--- config.mk ---
export PLATFORM = sky130hd
export DESIGN_NAME = tuner_ctrl
export DESIGN_NICKNAME = d
export VERILOG_FILES = /design/src/rtl/tuner_ctrl.sv
export SDC_FILE = /design/constraint.sdc
export NUM_CORES = 1
export LEC_CHECK = 0
export ABC_AREA = 1
export BUFFER_PORTS_ARGS = -buffer_cell sky130_fd_sc_hd__buf_2
export CAP_MARGIN = 25
export CELL_PAD_IN_SITES_DETAIL_PLACEMENT = 0
export CELL_PAD_IN_SITES_GLOBAL_PLACEMENT = 1
export CORE_MARGIN = 10
export CORE_UTILIZATION = 39
export CTS_BUF_LIST = sky130_fd_sc_hd__clkbuf_4 sky130_fd_sc_hd__clkbuf_8 sky130_fd_sc_hd__clkbuf_16
export DETAILED_ROUTE_END_ITERATION = 6
export MAX_ROUTING_LAYER = met4
export PLACE_DENSITY = 0.83
export SLEW_MARGIN = 10
export SYNTH_ARGS = -nofsm -noshare
export SYNTH_HDL_FRONTEND = slang
export SYNTH_SLANG_ARGS = --single-unit
--- constraint.sdc ---
create_clock -name clk -period 5.1 [get_ports clk]
set_input_delay 0.255 -clock clk [delete_from_list [all_inputs] [get_ports clk]]
set_output_delay 0.255 -clock clk [all_outputs]
set_load 0.02 [all_outputs]
--- src/rtl/tuner_ctrl.sv ---
// Tuner sequencing controller: derives base-band/audio clock enables and runs the
// direct-tune / scan / settle / level-measure sequence that drives the DDS phase constant.
//
// state   | meaning
// IDLE    | waiting for tune or scan request, outputs unmuted
// SETTLE  | K just changed, muted while the channel settles
// MEASURE | muted, averaging DWELL level samples
// STEP    | one cycle: compute next scan K (with band wrap) or give up
module tuner_ctrl #(
  parameter int width_dds = 32,
  parameter int R1        = 250,
  parameter int R2        = 30,
  parameter int SETTLE    = 16,
  parameter int DWELL     = 64,
  parameter logic [width_dds-1:0] K_RESET = '0
) (
  input  logic                 clk,
  input  logic                 reset,
  output logic                 en_b,
  output logic                 en_a,
  input  logic                 tune_req,
  input  logic [width_dds-1:0] tune_K,
  input  logic                 scan_up,
  input  logic                 scan_down,
  input  logic [width_dds-1:0] step,
  input  logic [width_dds-1:0] K_min,
  input  logic [width_dds-1:0] K_max,
  input  logic [15:0]          level,
  input  logic [15:0]          threshold,
  output logic [width_dds-1:0] K,
  output logic                 busy,
  output logic                 mute,
  output logic                 locked,
  output logic                 scan_fail
);

  localparam int CB_W    = (R1 > 1) ? $clog2(R1) : 1;
  localparam int CA_W    = (R2 > 1) ? $clog2(R2) : 1;
  localparam int LOG_D   = $clog2(DWELL);
  localparam int ACC_W   = 16 + LOG_D;
  localparam int CNT_MAX = (SETTLE > DWELL) ? SETTLE : DWELL;
  localparam int CNT_W   = $clog2(CNT_MAX);

  localparam logic [CB_W-1:0]  CB_LAST   = CB_W'(R1 - 1);
  localparam logic [CA_W-1:0]  CA_LAST   = CA_W'(R2 - 1);
  localparam logic [CNT_W-1:0] SETTLE_LD = CNT_W'(SETTLE - 1);
  localparam logic [CNT_W-1:0] DWELL_LD  = CNT_W'(DWELL - 1);

  typedef enum logic [1:0] {S_IDLE, S_SETTLE, S_MEASURE, S_STEP} state_t;

  state_t               state, state_nxt;
  logic [CB_W-1:0]      cb;
  logic [CA_W-1:0]      ca;
  logic [CNT_W-1:0]     cnt, cnt_d;
  logic [ACC_W-1:0]     acc, acc_d, acc_sum;
  logic [width_dds-1:0] k_q, k_d, start_k, start_k_d;
  logic                 mode_scan, mode_scan_d;
  logic                 dir_up, dir_up_d;
  logic                 wrap, wrap_d;
  logic                 locked_d, fail_d, busy_d, mute_d;

  logic                 scan_ok, hit, cnt_tc;
  logic [width_dds:0]   up_sum, lo_lim;
  logic [width_dds-1:0] step_k;
  logic                 wrap_hit, wrap_all, step_fail;

  // enable divider chain
  always_ff @(posedge clk or negedge reset) begin
    if (!reset) begin
      cb <= '0;
      ca <= '0;
    end else begin
      cb <= (cb == CB_LAST) ? '0 : cb + CB_W'(1);
      if (en_b) ca <= (ca == CA_LAST) ? '0 : ca + CA_W'(1);
    end
  end

  assign en_b = (cb == CB_LAST);
  assign en_a = en_b && (ca == CA_LAST);

  assign scan_ok = (scan_up ^ scan_down) && (K_min < K_max);
  assign cnt_tc  = (cnt == '0);
  assign acc_sum = acc + ACC_W'(level);
  assign hit     = (acc_sum[ACC_W-1:LOG_D] >= threshold);

  // scan step with band wrap; sums carry one extra bit so overflow cannot alias
  always_comb begin
    up_sum   = {1'b0, k_q} + {1'b0, step};
    lo_lim   = {1'b0, K_min} + {1'b0, step};
    step_k   = k_q;
    wrap_hit = 1'b0;
    if (dir_up) begin
      if (up_sum > {1'b0, K_max}) begin
        step_k   = K_min;
        wrap_hit = 1'b1;
      end else begin
        step_k = up_sum[width_dds-1:0];
      end
    end else begin
      if ({1'b0, k_q} < lo_lim) begin
        step_k   = K_max;
        wrap_hit = 1'b1;
      end else begin
        step_k = k_q - step;
      end
    end
    wrap_all  = wrap | wrap_hit;
    step_fail = wrap_all && (dir_up ? (step_k >= start_k) : (step_k <= start_k));
  end

  always_ff @(posedge clk or negedge reset) begin
    if (!reset) begin
      state     <= S_IDLE;
      k_q       <= K_RESET;
      start_k   <= K_RESET;
      mode_scan <= 1'b0;
      dir_up    <= 1'b0;
      wrap      <= 1'b0;
      cnt       <= '0;
      acc       <= '0;
      locked    <= 1'b0;
      scan_fail <= 1'b0;
      busy      <= 1'b0;
      mute      <= 1'b0;
    end else begin
      state     <= state_nxt;
      k_q       <= k_d;
      start_k   <= start_k_d;
      mode_scan <= mode_scan_d;
      dir_up    <= dir_up_d;
      wrap      <= wrap_d;
      cnt       <= cnt_d;
      acc       <= acc_d;
      locked    <= locked_d;
      scan_fail <= fail_d;
      busy      <= busy_d;
      mute      <= mute_d;
    end
  end

  always_comb begin
    state_nxt = state;
    if (tune_req) begin
      state_nxt = S_SETTLE;
    end else begin
      case (state)
        S_IDLE:    if (scan_ok) state_nxt = S_STEP;
        S_STEP:    state_nxt = S_SETTLE;
        S_SETTLE:  if (en_a && cnt_tc) state_nxt = mode_scan ? S_MEASURE : S_IDLE;
        S_MEASURE: if (en_a && cnt_tc) state_nxt = hit ? S_IDLE : S_STEP;
        default:   state_nxt = S_IDLE;
      endcase
    end
  end

  always_comb begin
    k_d         = k_q;
    start_k_d   = start_k;
    mode_scan_d = mode_scan;
    dir_up_d    = dir_up;
    wrap_d      = wrap;
    cnt_d       = cnt;
    acc_d       = acc;
    locked_d    = locked;
    fail_d      = 1'b0;
    if (tune_req) begin
      k_d         = tune_K;
      start_k_d   = tune_K;
      mode_scan_d = 1'b0;
      locked_d    = 1'b0;
      cnt_d       = SETTLE_LD;
    end else begin
      case (state)
        S_IDLE: begin
          if (scan_ok) begin
            start_k_d   = k_q;
            dir_up_d    = scan_up;
            wrap_d      = 1'b0;
            locked_d    = 1'b0;
            mode_scan_d = 1'b1;
          end
        end
        S_STEP: begin
          wrap_d = wrap_all;
          cnt_d  = SETTLE_LD;
          if (step_fail) begin
            k_d         = start_k;
            fail_d      = 1'b1;
            mode_scan_d = 1'b0;
          end else begin
            k_d = step_k;
          end
        end
        S_SETTLE: begin
          if (en_a) begin
            if (cnt_tc) begin
              cnt_d = DWELL_LD;
              acc_d = '0;
            end else begin
              cnt_d = cnt - CNT_W'(1);
            end
          end
        end
        S_MEASURE: begin
          if (en_a) begin
            if (cnt_tc) begin
              if (hit) locked_d = 1'b1;
            end else begin
              acc_d = acc_sum;
              cnt_d = cnt - CNT_W'(1);
            end
          end
        end
        default: ;
      endcase
    end
    busy_d = (state_nxt != S_IDLE);
    mute_d = (state_nxt != S_IDLE);
  end

  assign K = k_q;

endmodule

Yosys cells after proc, flatten, opt, wreduce, memory -nomap -nowiden
Cells that the tools add are included.
{"block": "word_totals", "inputBits": 165, "ff_bits": 113, "output_inout_bits": 38}
{"block": "classes", "magnitude_cmp": 6, "bitwise": 3, "mux": 47, "n_addsub": 7, "reduce_logical": 22, "n_eq_ne": 17}
{"operator": "$mux W32", "count": 9}
{"operator": "$mux W22", "count": 4}
{"operator": "$add A32 B32 Y33", "count": 2}
{"operator": "$pmux W22 S2", "count": 1}
{"operator": "$gt A33 B32 Y1", "count": 1}
{"operator": "$lt A32 B33 Y1", "count": 1}
{"operator": "$ge A32 B32 Y1", "count": 1}
{"operator": "$le A32 B32 Y1", "count": 1}
{"operator": "$lt A32 B32 Y1", "count": 1}
{"operator": "$sub A32 B32 Y32", "count": 1}
{"operator": "$mux W6", "count": 5}
{"operator": "$add A22 B16 Y22", "count": 1}
{"operator": "$ne A3 B3 Y1 const B", "count": 7}
{"operator": "$pmux W6 S3", "count": 1}
{"operator": "$ge A16 B16 Y1", "count": 1}
{"operator": "$mux W1", "count": 15}
{"operator": "$mux W2", "count": 6}
{"operator": "$reduce_bool A2 Y1", "count": 6}
{"operator": "$ne A2 B2 Y1 const B", "count": 5}
{"operator": "$reduce_and A3 Y1", "count": 3}
{"operator": "$add A8 B1 Y8 const B", "count": 1}
{"operator": "$eq A8 B8 Y1 const B", "count": 1}
{"operator": "$mux W8", "count": 1}
{"operator": "$pmux W2 S4", "count": 1}
{"operator": "19 further kinds", "count": 26}

Longest topological paths before layout
Gate-level depths: netlist of the first run.
{"block": "depth", "word_depth": 10, "ltp_mapped": 48, "mapped_depth_nobuf": 46}

Worst setup path after synthesis of the first run
Ideal clock, no wire load.
{"block": "synth_timing", "path_kind": "in2reg", "from": "in step[0]", "to": "reg k_q[1] (netlist: K[1])", "path_stages": 46, "t_arrival_ns": 5.335, "required_time_ns": 4.973, "slack_ns": -0.362, "path_cell_list": "ha_1 inv_1 fa_1 nand3b_1 nand2_1 nand2_1 nand3_2 a31oi_1 o21bai_1 a21oi_1 o21ai_0 nand2_1 nand2_1 xnor2_1 ha_1 a21oi_1 o21ai_0 nand2_1 [10 not listed] nand2_1 inv_1 ha_1 nand2_1 inv_1 nand3_1 nor4_1 nand2_1 nand2_1 nand2_1 nand2_1 nand2_1 nand2_4 nor2_4 buf_6 buf_6 nand2_2 nand3_1"}
{"block": "synth_between", "elab_chain_len": 10, "elab_cells_between_ends": 19}
{"element": "start: declaration", "line": "25", "source": "input logic [width_dds-1:0] step,"}
{"element": "$add A32 B32 Y33 (on tied branches)", "line": "89, 88"}
{"element": "$lt A32 B33 Y1 or $gt A33 B32 Y1 (tied branches)", "line": "100, 93"}
{"element": "$mux W32 (on tied branches)", "line": "100, 93"}
{"element": "$mux W32", "line": "92", "source": "if (dir_up) begin"}
{"element": "$le A32 B32 Y1 or $ge A32 B32 Y1 (tied branches)", "line": "108", "source": "step_fail = wrap_all && (dir_up ? (step_k >= start_k) : (step_k <= start_k));"}
{"element": "$mux W1", "line": "108"}
{"element": "$logic_and A1 B1 Y1", "line": "108"}
{"element": "$mux W32 *", "line": "186", "source": "if (step_fail) begin"}
{"element": "$mux W32 *", "line": "173", "source": "case (state)"}
{"element": "$mux W32 *", "line": "166", "source": "if (tune_req) begin"}
{"element": "end signal: assignment", "line": "127", "source": "k_q <= k_d;"}
{"element": "end: declaration", "line": "56", "source": "logic [width_dds-1:0] k_q, k_d, start_k, start_k_d;"}
Mark *: on every way between the ends. The rest lies on a longest branch, timed or not. The select of a mux whose other input is x is not followed.
A chain may end at the register's enable or synchronous reset.

Worst setup path in the final report of the first run
{"block": "layout_timing", "from": "reg k_q[13] (netlist: K[13])", "to": "reg k_q[19] (netlist: K[19])"}
{"block": "layout_between", "elab_chain_len": 10, "elab_cells_between_ends": 18}
{"element": "$add A32 B32 Y33", "line": "88", "source": "up_sum = {1'b0, k_q} + {1'b0, step};"}
{"element": "$gt A33 B32 Y1", "line": "93", "source": "if (up_sum > {1'b0, K_max}) begin"}
{"element": "$mux W32", "line": "93"}
{"element": "$mux W32", "line": "92"}
{"element": "$le A32 B32 Y1 or $ge A32 B32 Y1 (tied branches)", "line": "108"}
{"element": "$mux W1", "line": "108"}
{"element": "$logic_and A1 B1 Y1", "line": "108"}
{"element": "$mux W32 *", "line": "186"}
{"element": "$mux W32 *", "line": "173"}
{"element": "$mux W32 *", "line": "166"}
Marks and branches as above.

==> results of run 1 <==
cells in the final DEF (no fill, tap or decap), types with 21 or more instances in the layout:
master / netlist / final
sky130_fd_sc_hd__nor2_1: 197 / 153
sky130_fd_sc_hd__xor2_1: 81 / 70
sky130_fd_sc_hd__o21ai_0: 132 / 108
sky130_fd_sc_hd__ha_4: 0 / 48
sky130_fd_sc_hd__ha_1: 263 / 206
sky130_fd_sc_hd__buf_6: 4 / 28
sky130_fd_sc_hd__nand2_2: 17 / 68
sky130_fd_sc_hd__nand3_2: 2 / 31
sky130_fd_sc_hd__inv_1: 342 / 317
sky130_fd_sc_hd__a21oi_1: 264 / 228
sky130_fd_sc_hd__a21oi_2: 8 / 36
sky130_fd_sc_hd__buf_4: 4 / 496
sky130_fd_sc_hd__dfrtp_2: 0 / 21
sky130_fd_sc_hd__nand3_1: 152 / 113
sky130_fd_sc_hd__nand4_1: 25 / 25
sky130_fd_sc_hd__nor2_2: 0 / 32
sky130_fd_sc_hd__dfrtp_1: 113 / 92
sky130_fd_sc_hd__nand2_1: 505 / 439
sky130_fd_sc_hd__nor3_1: 30 / 26
sky130_fd_sc_hd__inv_2: 23 / 44
sky130_fd_sc_hd__buf_2: 16 / 200
cells in the mapped netlist, drive strengths merged (2+ instances only):
cell type,number,share of area (%)
o22ai,22,0.86
nor2,200,4.8
dfrtp,113,18
o21bai,11,0.52
and3,4,0.16
nor3,33,1.1
a211oi,4,0.19
xnor2,20,1.1
a21boi,15,0.70
nor3b,2,0.094
xor2,81,4.4
o31ai,2,0.094
nand4,25,0.98
o21a,5,0.23
inv,365,8.6
a21oi,274,8.9
nand3,158,5.3
nand2,526,13
nor4,14,0.55
ha,263,21
or2,7,0.27
clkbuf,22,0.52
o211ai,17,0.80
o21ai,139,4.4
a31oi,17,0.67
fa,4,0.50
a22o,11,0.60
a21o,14,0.66
nand3b,4,0.19
o221ai,2,0.11
buf,28,1.1
critical path, delay by kind of cell (launching register included):
| kind | cells | cell delay, ns |
|---|---|---|
| buffers and inverters | 10 | 1.34 |
| xor gates and xnor gates | 1 | 0.17 |
| AOI/OAI and AO/OA | 7 | 0.97 |
| DFF | 1 | 0.47 |
| and+or+nand+nor | 18 | 2.00 |
| adders and majority gates | 3 | 0.84 |
metrics by stage:
| step | std cells | power [mW] | hold slack, ns | cell area [um^2] | setup TNS [ns] |
|---|---|---|---|---|---|
| 2_1_floorplan | 2410 | 5.55 | -0.0406 | 16200 | -1.56 |
| 3_3_place_gp | 3557 | 9.29 | 0.425 | 21100 | -55.45 |
| 3_5_place_dp | 3557 | 9.33 | 0.426 | 21100 | -55.19 |
| 4_1_cts | 3636 | 11.9 | 0.0795 | 23300 | -22.55 |
| 5_1_grt | 3671 | 13.7 | 0.109 | 24500 | -34.07 |
| 6_report | 3671 | 12.9 | 0.0973 | 24500 | -25.22 |
final cells by class:
| type | instances | area share (%) |
|---|---|---|
| flip-flops and latches | 113 | 11.6 |
| well taps | 532 | 2.71 |
| inverters | 366 | 5.73 |
| clock buffers | 22 | 1.94 |
| repair inverters | 2 | 0.112 |
| repair buffers | 745 | 22.2 |
| multi-input cells | 1881 | 54.9 |
| clock inverters | 10 | 0.740 |
repair_timing:
action | 4_1_cts | 5_1_grt
gates cloned | 5 | 2
endpoints found under the setup margin | 34 | 34
hold buffers | 1 | 0
setup buffers | 43 | 34
resized for setup | 239 | 214
pin swaps | 68 | 101
endpoints found under the hold margin | 40 | 0
where the power goes:
| group | switching [mW] | leakage (nW) | internal (mW) |
|---|---|---|---|
| registers | 0.291 | 1.38 | 1.12 |
| clock network | 0.430 | 0.324 | 0.907 |
| logic | 5.64 | 11.1 | 4.49 |
logic make-up (layout without fill, tap and decap cells):
logic type | after synthesis | after routing | share of synthesized area, %
AOI/OAI and AO/OA | 538 | 538 | 19.0
xor gates and xnor gates | 101 | 101 | 5.53
adders and majority gates | 267 | 267 | 21.1
buffers and inverters | 416 | 1145 | 10.2
DFF | 113 | 113 | 17.7
and+or+nand+nor | 975 | 975 | 26.5
flip-flops by register name, indices dropped and copies added (netlist names):
name / cells
locked: 1
mode_scan: 1
state: 2
cnt: 6
cb: 8
start_k: 32
ca: 5
acc: 22
scan_fail: 1
dir_up: 1
wrap: 1
mute: 1
K: 32
layer usage:
metal	vias to the layer above	track usage (%)	wire (um)
met2	654	46.7	34900
met5	-	-	0
met1	9385	40.9	35200
met3	113	2.69	4670
met4	0	8.30	2050
li1	9473	-	-
path summary, 6_finish.rpt:
path                            startpoint  endpoint  slack (ns)  cells past startpoint
worst max-delay path                 K[13]     K[19]       -0.79                     39
worst min-delay path               scan_up    dir_up         0.1                      3
min in group asynchronous            reset    acc[8]        0.51                      2
worst min register to register      acc[4]    acc[4]        0.49                      2
max in group asynchronous            reset      K[9]        3.28                      3
worst max register to register       K[13]     K[19]       -0.79                     39
==> summary.txt, run 1 <==
Cells and area
  – Util after Layout: 60.3%
  – Multi-input logic area: roughly 13000 um^2
  – Register Area: around 2900 um^2
  – Share of cells above drive strength 1: a little under two fifths
  – Layout-stage area growth over the synthesis result: 53.3%
  – Antenna diodes: 0
  – Number of filler instances in the final layout: between 3k and 4k
  – Number of nets in the finished design: ~3.6k

Floorplanning
  – Total Die Area: just under 50000 um^2
  – Row count: 74
  – Die width: between 200 and 250 um
  – Total I/O pin count: 203
  – Chip Height: ~220 um
  – Initial core utilization: between 30% and 40%
  – Area of the core region: just over 40000 um^2

Synth
  – Register bit count reported by yosys: around 110
  – Total standard cell area after synthesis: 16000 um^2
  – Most used DFF post-synth: sky130_fd_sc_hd__dfrtp_1
  – Number of instances in the synthesized netlist: around 2.4k
  – Avg Synthesized Cell Area: 6.64 um^2
  – Sequential element share of the synthesized area: 17.7%
  – Count of unique library cells instantiated by Yosys: 53
  – Synth async-reset ratio: 100%
  – Synthesized Nets: roughly 2.8k
  – Count of flip-flops with a built-in enable after synthesis: 0
  – Ys Warns: 0

Detailed routing
  – DRC viols: 0
  – Number of detailed-routing iterations run before antenna repair: 5
  – Detailed router's first-iteration violation count: approximately 1.6k
  – Count of vias placed by the detailed router: roughly 20k
  – Average via count per standard cell: 5.35
  – Routed Antenna Nets: 0
  – Wire length after detailed routing: ~77000 um
  – Routed length per placed instance: approximately 21 um

Power and ir drop
  – Highest ir drop seen on vdd: approximately 0.00027 V
  – Leakage power: approximately 13 nW
  – Power per cell area: 526 nW/um^2

Timing
  – Setup violation total in the final timing report: 34
  – Final worst path period need: 5.89 ns
  – Period utilisation layout: 115%
  – Measured slew at the worst slew-check pin: ~0.9 ns
  – Achievable clock frequency: between 0.15 and 0.2 GHz
  – Unrepaired setup endpoints after global routing: yes
  – Worst relative slew slack: 39.8%
  – Maximum clock skew at final layout: roughly 0.012 ns
  – Count of final max-slew check failures: 0
  – Number of failing hold endpoints at the final stage: 0
  – Post-route worst setup slack: -0.786 ns

Clock tree
  – TritonCTS Buffers: 17
  – Clock tree from TritonCTS: done
  – Number of sinks driven by the clock tree: ~110
  – Root Buffer Master: sky130_fd_sc_hd__clkbuf_16
  – Clock transition time at the flip-flop clock pins of the worst setup and hold paths: roughly 0.060 ns
  – Clock Tree Buf Depth: 2
  – Insertion delay of the later-clocked pin in the worst-skew pair: around 0.42 ns
  – Number of H-tree branching levels: 4

Global route
  – Maximum number of pins on one net before global-route repair: 67
  – Wire length of the first global-routing pass: between 100000 and 150000 um
  – Antenna violations before repair: 0
  – Global-route total usage across every layer: between 30% and 40%
  – Leftover overflow at the end of global routing: 0
  – Via count of the first global-routing pass: about 20k

Setup path
  – CP dominant cell by count: sky130_fd_sc_hd__nand2_1
  – Critical path's largest stage delay: approximately 0.47 ns
  – Data arrival time of the critical path: ~6.2 ns
  – Endpoint kind of the worst setup timing path: register
  – Required time of the critical path: approximately 5.4 ns
  – Worst Path Class, Setup: register to register
  – Maximum fanout along the worst path: 9
  – Critical Path Source Type: register
  – Slowest cell on the critical path: sky130_fd_sc_hd__dfrtp_2

Run status
  – Outcome: finished, violations left
  – Violated checks: setup timing

Flow run
  – Max-cap check violation count: 0

Placed design
  – Count of port buffers added during placement: 202
  – Routability congestion estimate from global placement: 1.03
  – Worst-case setup slack after placement: -1.66 ns
  – DP HPWL: 63200 um

Hold path
  – Hold WC Path Type: input port to register
Power figures use the tool's default switching activity.
==> inputs of run 2 (changes only) <==
- BUFFER_PORTS_ARGS: -buffer_cell sky130_fd_sc_hd__buf_2 -> default
- CORE_UTILIZATION: 39 -> 43
- DONT_BUFFER_PORTS: default -> 1
==> run 2 against run 1 <==
Effect of this change:
- the flow finishes with violations (DRC, setup timing)
- via count fell by 5.4%
- total power fell by 5.0%
- worst setup slack improved by 0.12 ns
- sequential power barely moved
- first-iteration DRC count rose by 9.1%
- non-clock buffer count fell by 294
- final cell count fell by 9.7%
- routed wire length fell by 4.5%
- critical path type unchanged
- largest power group unchanged
==> summary.txt, run 2 (synthesis gave the netlist of run 1 again) <==
Run status
  – Outcome: finished, violations left
  – Violated checks: DRC, setup timing

Cells and area
  – Share of cells above drive strength 1: 30.8% (-7.2 points)
  – Commonest non-fill, non-tap cell in the layout: sky130_fd_sc_hd__nand2_1
  – Leading cell types in the layout, fill and taps excluded: sky130_fd_sc_hd__nand2_1, sky130_fd_sc_hd__buf_4, sky130_fd_sc_hd__inv_1, sky130_fd_sc_hd__a21oi_1, sky130_fd_sc_hd__ha_1
  – Util after Layout: 61.3% (+0.99 points)
  – Final std cells w/o fill: 3316 (-9.7%)
  – Layout-stage area growth over the synthesis result: 40.4%
  – Number of nets in the finished design: 3265 (-8.2%)

Power and ir drop
  – Power per cell area: 545 nW/um^2 (+3.7%)
  – Power Total: 12.2 mW (-5.0%)
  – Power dissipated by switching net loads: 6.15 mW (-3.4%)
  – Switching power as a share of total power: 50.2% (+0.83 points)
  – Clock share of power: 9.7% (-0.7 points)
  – Highest ir drop seen on vdd: 0.000432 V (+58%)
  – Leakage power: 11.5 nW (-10%)
  – Combinational cell fraction of total power: 78.9% (+0.3 points)
  – Cell Int Power: 6.09 mW (-6.6%)
  – Seq pwr share: 11.4% (+0.4 points)

Flow run
  – Max-cap check violation count: 0 (unchanged)

Timing
  – Measured slew at the worst slew-check pin: 1.06 ns (+0.156 ns)
  – Worst relative slew slack: 29.5% (-10 points)
  – Setup violation total in the final timing report: 34 (unchanged)
  – Period utilisation layout: 113% (-2.4 points)
  – Post-route worst setup slack: -0.662 ns (+0.125 ns)
  – Count of final max-slew check failures: 0 (unchanged)
  – Maximum clock skew at final layout: 0.0130 ns (+0.00106 ns)
  – Number of failing hold endpoints at the final stage: 0 (unchanged)
  – Unrepaired setup endpoints after global routing: yes
  – Achievable clock frequency: 0.174 GHz (+2.2%)
  – Final worst path period need: 5.76 ns (-0.125 ns)
  – Worst hold-check slack: 0.00946 ns (-0.0878 ns)

Clock tree
  – Clock Tree Buf Depth: 2 (unchanged)
  – TritonCTS Buffers: 17 (unchanged)
  – Clock transition time at the flip-flop clock pins of the worst setup and hold paths: 0.06 ns (about the same)
  – Clock tree from TritonCTS: done
  – Number of sinks driven by the clock tree: 113 (unchanged)
  – Root Buffer Master: sky130_fd_sc_hd__clkbuf_16
  – Number of H-tree branching levels: 4 (unchanged)
  – Insertion delay of the later-clocked pin in the worst-skew pair: 0.42 ns (about the same)

Hold path
  – Hold WC Path Type: input port to register

Global route
  – Global-route met2 utilization: 49.3% (+2.6 points)
  – Global-route met1 utilization: 41.8% (+0.82 points)
  – Global-route total usage across every layer: 31.8% (+1.8 points)
  – Leftover overflow at the end of global routing: 0 (unchanged)
  – Met3 Resource Use GR: 5.89% (+3.2 points)
  – Maximum number of pins on one net before global-route repair: 114 (+70%)
  – Antenna violations before repair: 0 (unchanged)
  – Wire length of the first global-routing pass: 106000 um (-6.9%)
  – Busiest layer in global routing: met2
  – Via count of the first global-routing pass: 17.9k (-8.1%)

Placed design
  – Count of port buffers added during placement: 0 (-100%)
  – Worst-case setup slack after placement: -1.35 ns (+0.311 ns)
  – Routability congestion estimate from global placement: 1.05 (+2.0%)
  – DP HPWL: 60100 um (-4.8%)
  – DP Cell Count: 3224 (-9.4%)

Floorplanning
  – Die width: 213 um (-4.3%)
  – Initial core utilization: 43.7% (+4.3 points)
  – Total I/O pin count: 203 (unchanged)
  – Row count: 70 (-5.4%)
  – Chip Height: 213 um (-4.3%)
  – Area of the core region: 36600 um^2 (-9.9%)
  – Total Die Area: 45300 um^2 (-8.5%)

Setup path
  – Endpoint kind of the worst setup timing path: register
  – Crit path buf inv count: 7 (-3)
  – Critical Path Source Type: register
  – Maximum fanout along the worst path: 7 (-2)
  – Top cell family by delay on the critical path: simple AND/OR/NAND/NOR gates
  – Reg-to-reg slack, setup: -0.66 ns (+0.12 ns)
  – Required time of the critical path: 5.42 ns (-0.02 ns)
  – Critical path's largest stage delay: 0.45 ns (-0.02 ns)
  – Slowest cell on the critical path: sky130_fd_sc_hd__dfrtp_2
  – Worst Path Class, Setup: register to register
  – Data arrival time of the critical path: 6.08 ns (-0.15 ns)

Detailed routing
  – Average via count per standard cell: 5.60 (+4.8%)
  – Detailed router's first-iteration violation count: 1701 (+9.1%)
  – Number of detailed-routing iterations run before antenna repair: 7 (+2)
  – DRC viols: 4 (+4)
  – Routed Antenna Nets: 0 (unchanged)
  – Count of vias placed by the detailed router: 18.6k (-5.4%)
  – Routed length per placed instance: 22.1 um (+5.7%)
  – Wire length after detailed routing: 73300 um (-4.5%)
==> run 2: final timing paths <==
path,start,endpoint,depth (start not counted)
min in group asynchronous,reset,acc[3],2
min reg2reg,acc[14],acc[14],2
max reg2reg,K[13],K[22],37
min,tune_K[2],start_k[2],2
max in group asynchronous,reset,K[18],2
max,K[13],K[22],37
==> run 2: area by class of cell <==
cell class	count	area (um^2)
sequential	113	2850
clock buffer	27	538
clock inverter	5	50.0
multi-input combinational	1883	13400
tap	468	586
timing repair inverter	1	8.76
timing repair buffer	451	3630
fill	3452	14200
antenna	2	5.00
inverter	366	1400
==> run 2: metrics by stage <==
step | area, um^2 | TNS, ns
global route | 22400 | -29.60
finish | 22400 | -21.07
floorplan | 16200 | -1.56
detailed placement | 19500 | -41.04
CTS | 21400 | -14.34
global placement | 19500 | -39.96
==> run 2: what timing repair did <==
| item | CTS | global route |
|---|---|---|
| pin swaps | 77 | 68 |
| resized for setup | 213 | 197 |
| hold endpoints to repair | 114 | 0 |
| setup buffers | 35 | 17 |
| endpoints found under the setup margin | 34 | 34 |
| gates cloned | 3 | 2 |
| hold buffers | 3 | 0 |
==> run 2: power groups by stage <==
stage / Combinational [mW] / Clock, mW / Sequential (mW)
after detailed placement: 7.58 / 0 / 1.35
after floorplan: 4.13 / 0 / 1.43
after CTS: 8.60 / 1.20 / 1.36
final: 9.65 / 1.19 / 1.40
after global placement: 7.53 / 0 / 1.35
after global routing: 10.4 / 1.24 / 1.43
==> run 2: routing by layer <==
layer / vias up / wire (um)
met2: 765 / 32800
met3: 104 / 6450
li1: 8900 / -
met1: 8806 / 32000
met4: 0 / 2130
met5: - / 0
==> run 2: worst register-to-register path: cells and delay by family (launching register included) <==
kind            cells  cell delay [ns]
xor+xnor            1             0.15
compound gates      9             1.24
fa+ha+maj           3             0.83
simple gates       17             1.86
flops               1             0.45
buf+inv             7             1.15
==> inputs of run 3 (changes only) <==
- CELL_PAD_IN_SITES_DETAIL_PLACEMENT: 0 -> 1
- SETUP_SLACK_MARGIN: default -> 0.05
==> run 3 against run 2 <==
Effect of this change:
- first-iteration DRC count up 47%
- the run ends with setup timing left
- global-route usage up 3.9 points
- sequential power about the same
==> summary.txt, run 3 (synthesis gave the netlist of run 1 again) <==
Flow run
  – Max-cap check violation count: 0 (unchanged)

Setup path
  – Data arrival time of the critical path: 7.32 ns (+1.24 ns)
  – CP dominant cell by count: sky130_fd_sc_hd__buf_4
  – Endpoint kind of the worst setup timing path: register
  – Slowest cell on the critical path: sky130_fd_sc_hd__dfrtp_2
  – Critical path's largest stage delay: 0.46 ns (about the same)
  – Worst Path Class, Setup: register to register
  – Critical Path Source Type: register
  – Maximum fanout along the worst path: 12 (+5)
  – Required time of the critical path: 5.39 ns (-0.03 ns)

Timing
  – Setup violation total in the final timing report: 34 (unchanged)
  – Measured slew at the worst slew-check pin: 1.26 ns (+0.201 ns)
  – Achievable clock frequency: 0.142 GHz (-18%)
  – Unrepaired setup endpoints after global routing: yes
  – Worst hold-check slack: 0.0233 ns (+0.0139 ns)
  – Final worst path period need: 7.03 ns (+1.27 ns)
  – Maximum clock skew at final layout: 0.0166 ns (+0.00363 ns)
  – Number of failing hold endpoints at the final stage: 0 (unchanged)
  – Post-route worst setup slack: -1.93 ns (-1.27 ns)
  – Worst relative slew slack: 15.3% (-14 points)
  – Period utilisation layout: 138% (+25 points)
  – Count of final max-slew check failures: 0 (unchanged)

Global route
  – Antenna violations before repair: 10 (+10)
  – Via count of the first global-routing pass: 21.1k (+17%)
  – Global-route total usage across every layer: 35.7% (+3.9 points)
  – Maximum number of pins on one net before global-route repair: 114 (unchanged)
  – Leftover overflow at the end of global routing: 0 (unchanged)
  – Wire length of the first global-routing pass: 121000 um (+14%)

Placed design
  – DP Cell Count: 3188 (-1.1%)
  – DP HPWL: 62400 um (+3.8%)
  – Cell area after placement: 19300 um^2 (-1.2%)
  – Routability congestion estimate from global placement: 1.05 (+0.41%)
  – Count of port buffers added during placement: 0 (unchanged)

Floorplanning
  – Chip Height: 213 um (unchanged)
  – Area of the core region: 36600 um^2 (unchanged)
  – Die width: 213 um (unchanged)
  – Row count: 70 (unchanged)
  – Total Die Area: 45300 um^2 (unchanged)
  – Initial core utilization: 43.7% (unchanged)
  – Total I/O pin count: 203 (unchanged)

Clock tree
  – Number of sinks driven by the clock tree: 113 (unchanged)
  – Clock Tree Buf Depth: 2 (unchanged)
  – Clock tree from TritonCTS: done
  – TritonCTS Buffers: 17 (unchanged)
  – Number of H-tree branching levels: 4 (unchanged)
  – Insertion delay of the later-clocked pin in the worst-skew pair: 0.43 ns (about the same)
  – Clock transition time at the flip-flop clock pins of the worst setup and hold paths: 0.06 ns (about the same)
  – Root Buffer Master: sky130_fd_sc_hd__clkbuf_16

Cells and area
  – Layout-stage area growth over the synthesis result: 40.5% (about the same)
  – Number of filler instances in the final layout: 4622 (+34%)
  – Number of nets in the finished design: 3226 (-1.2%)
  – Multi-input logic area: 13500 um^2 (+0.65%)
  – Share of cells above drive strength 1: 29.7% (-1.1 points)
  – Register Area: 2840 um^2 (about the same)
  – Commonest non-fill, non-tap cell in the layout: sky130_fd_sc_hd__nand2_1
  – Leading cell types in the layout, fill and taps excluded: sky130_fd_sc_hd__nand2_1, sky130_fd_sc_hd__buf_4, sky130_fd_sc_hd__inv_1, sky130_fd_sc_hd__a21oi_1, sky130_fd_sc_hd__ha_1
  – Layout Cell Area excl Fill: 22500 um^2 (about the same)
  – Final std cells w/o fill: 3288 (-0.84%)

Detailed routing
  – Number of detailed-routing iterations run before antenna repair: 6 (-1)
  – DRC viols: 0 (-4)
  – Wire length after detailed routing: 99400 um (+36%)
  – Routed length per placed instance: 30.2 um (+37%)
  – Average via count per standard cell: 6.58 (+18%)
  – Detailed router's first-iteration violation count: 2493 (+47%)
  – Routed Antenna Nets: 0 (unchanged)
  – Count of vias placed by the detailed router: 21.6k (+17%)

Power and ir drop
  – Highest ir drop seen on vdd: 0.000305 V (-29%)
  – Power dissipated by switching net loads: 7.47 mW (+22%)
  – Clock share of power: 9.7% (about the same)
  – Switching power as a share of total power: 54.3% (+4.1 points)
  – Cell Int Power: 6.29 mW (+3.3%)
  – Power Total: 13.8 mW (+12%)
  – Leakage power: 11.4 nW (-0.51%)
  – Seq pwr share: 10.4% (-1.0 points)
  – Combinational cell fraction of total power: 79.9% (+1.0 points)
  – Power per cell area: 613 nW/um^2 (+12%)

Run status
  – Violated checks: setup timing
  – Outcome: finished, violations left

Hold path
  – Hold WC Path Type: input port to register
==> run 3: cell count changes in the layout (fill, tap and decap cells not counted), moves of 6 or more <==
cell                      change
sky130_fd_sc_hd__a21oi_4      -6
sky130_fd_sc_hd__buf_4       -49
sky130_fd_sc_hd__diode_2     +12
sky130_fd_sc_hd__nand3_1      +7
sky130_fd_sc_hd__nand3_2      -7
sky130_fd_sc_hd__o21ai_1      -6
==> run 3: area by class of cell <==
class / instances / share of cell area, %
inverters: 366 / 6.17
multi-input cells: 1881 / 60.0
repair inverters: 1 / 0.0724
flip-flops and latches: 113 / 12.7
well taps: 468 / 2.61
clock buffers: 26 / 2.28
diodes: 14 / 0.156
repair buffers: 414 / 15.5
clock inverters: 5 / 0.557
==> run 3: through the flow <==
stage	setup WS, ns	setup TNS, ns	utilization (%)
after floorplan	-0.0879	-1.56	-
after global placement	-1.09	-35.95	52.7
after detailed placement	-1.28	-41.62	52.7
after CTS	-0.787	-24.63	58.0
after global routing	-1.91	-62.37	61.3
final	-1.93	-62.30	61.4
==> run 3: power by group through the flow <==
stage               registers (mW)  logic, mW  clock network, mW
finish                        1.43       11.0               1.33
global route                  1.44       11.3               1.38
CTS                           1.36       8.62               1.32
detailed placement            1.34       7.66                  0
global placement              1.33       7.33                  0
floorplan                     1.43       4.13                  0
==> run 3: worst paths after layout <==
check	depth (start not counted)	slack (ns)	start	to
hold / removal	2	0.02	tune_K[30]	K[30]
max in group asynchronous	2	4.14	reset	K[15]
setup / recovery	37	-1.93	K[15]	K[8]
setup reg to reg	37	-1.93	K[15]	K[8]
hold reg to reg	2	0.49	acc[4]	acc[4]
min in group asynchronous	2	0.43	reset	acc[6]
==> run 3: timing repair <==
action / in CTS / in global routing
gates cloned: 4 / 1
gates resized for setup: 213 / 214
setup buffers: 23 / 23
hold endpoints to repair: 116 / 0
pin swaps: 87 / 88
setup endpoints to repair: 34 / 34
hold buffers: 5 / 0
==> run 3: routing by layer <==
layer  global-route usage, %  wire length, um
met1                    40.9            34100
met2                    57.9            42900
met3                    6.58            12400
met4                    20.3            10000
met5                       -                0
==> run 3: worst max-delay path, delay by kind of cell (launching register included) <==
family | cells | cell delay [ns]
AO/OA/AOI/OAI | 4 | 0.76
flip-flops | 1 | 0.46
adder cells (fa/ha/maj) | 3 | 0.85
AND/OR/NAND/NOR | 17 | 2.62
buffers and inverters | 12 | 1.89
XOR/XNOR | 1 | 0.30
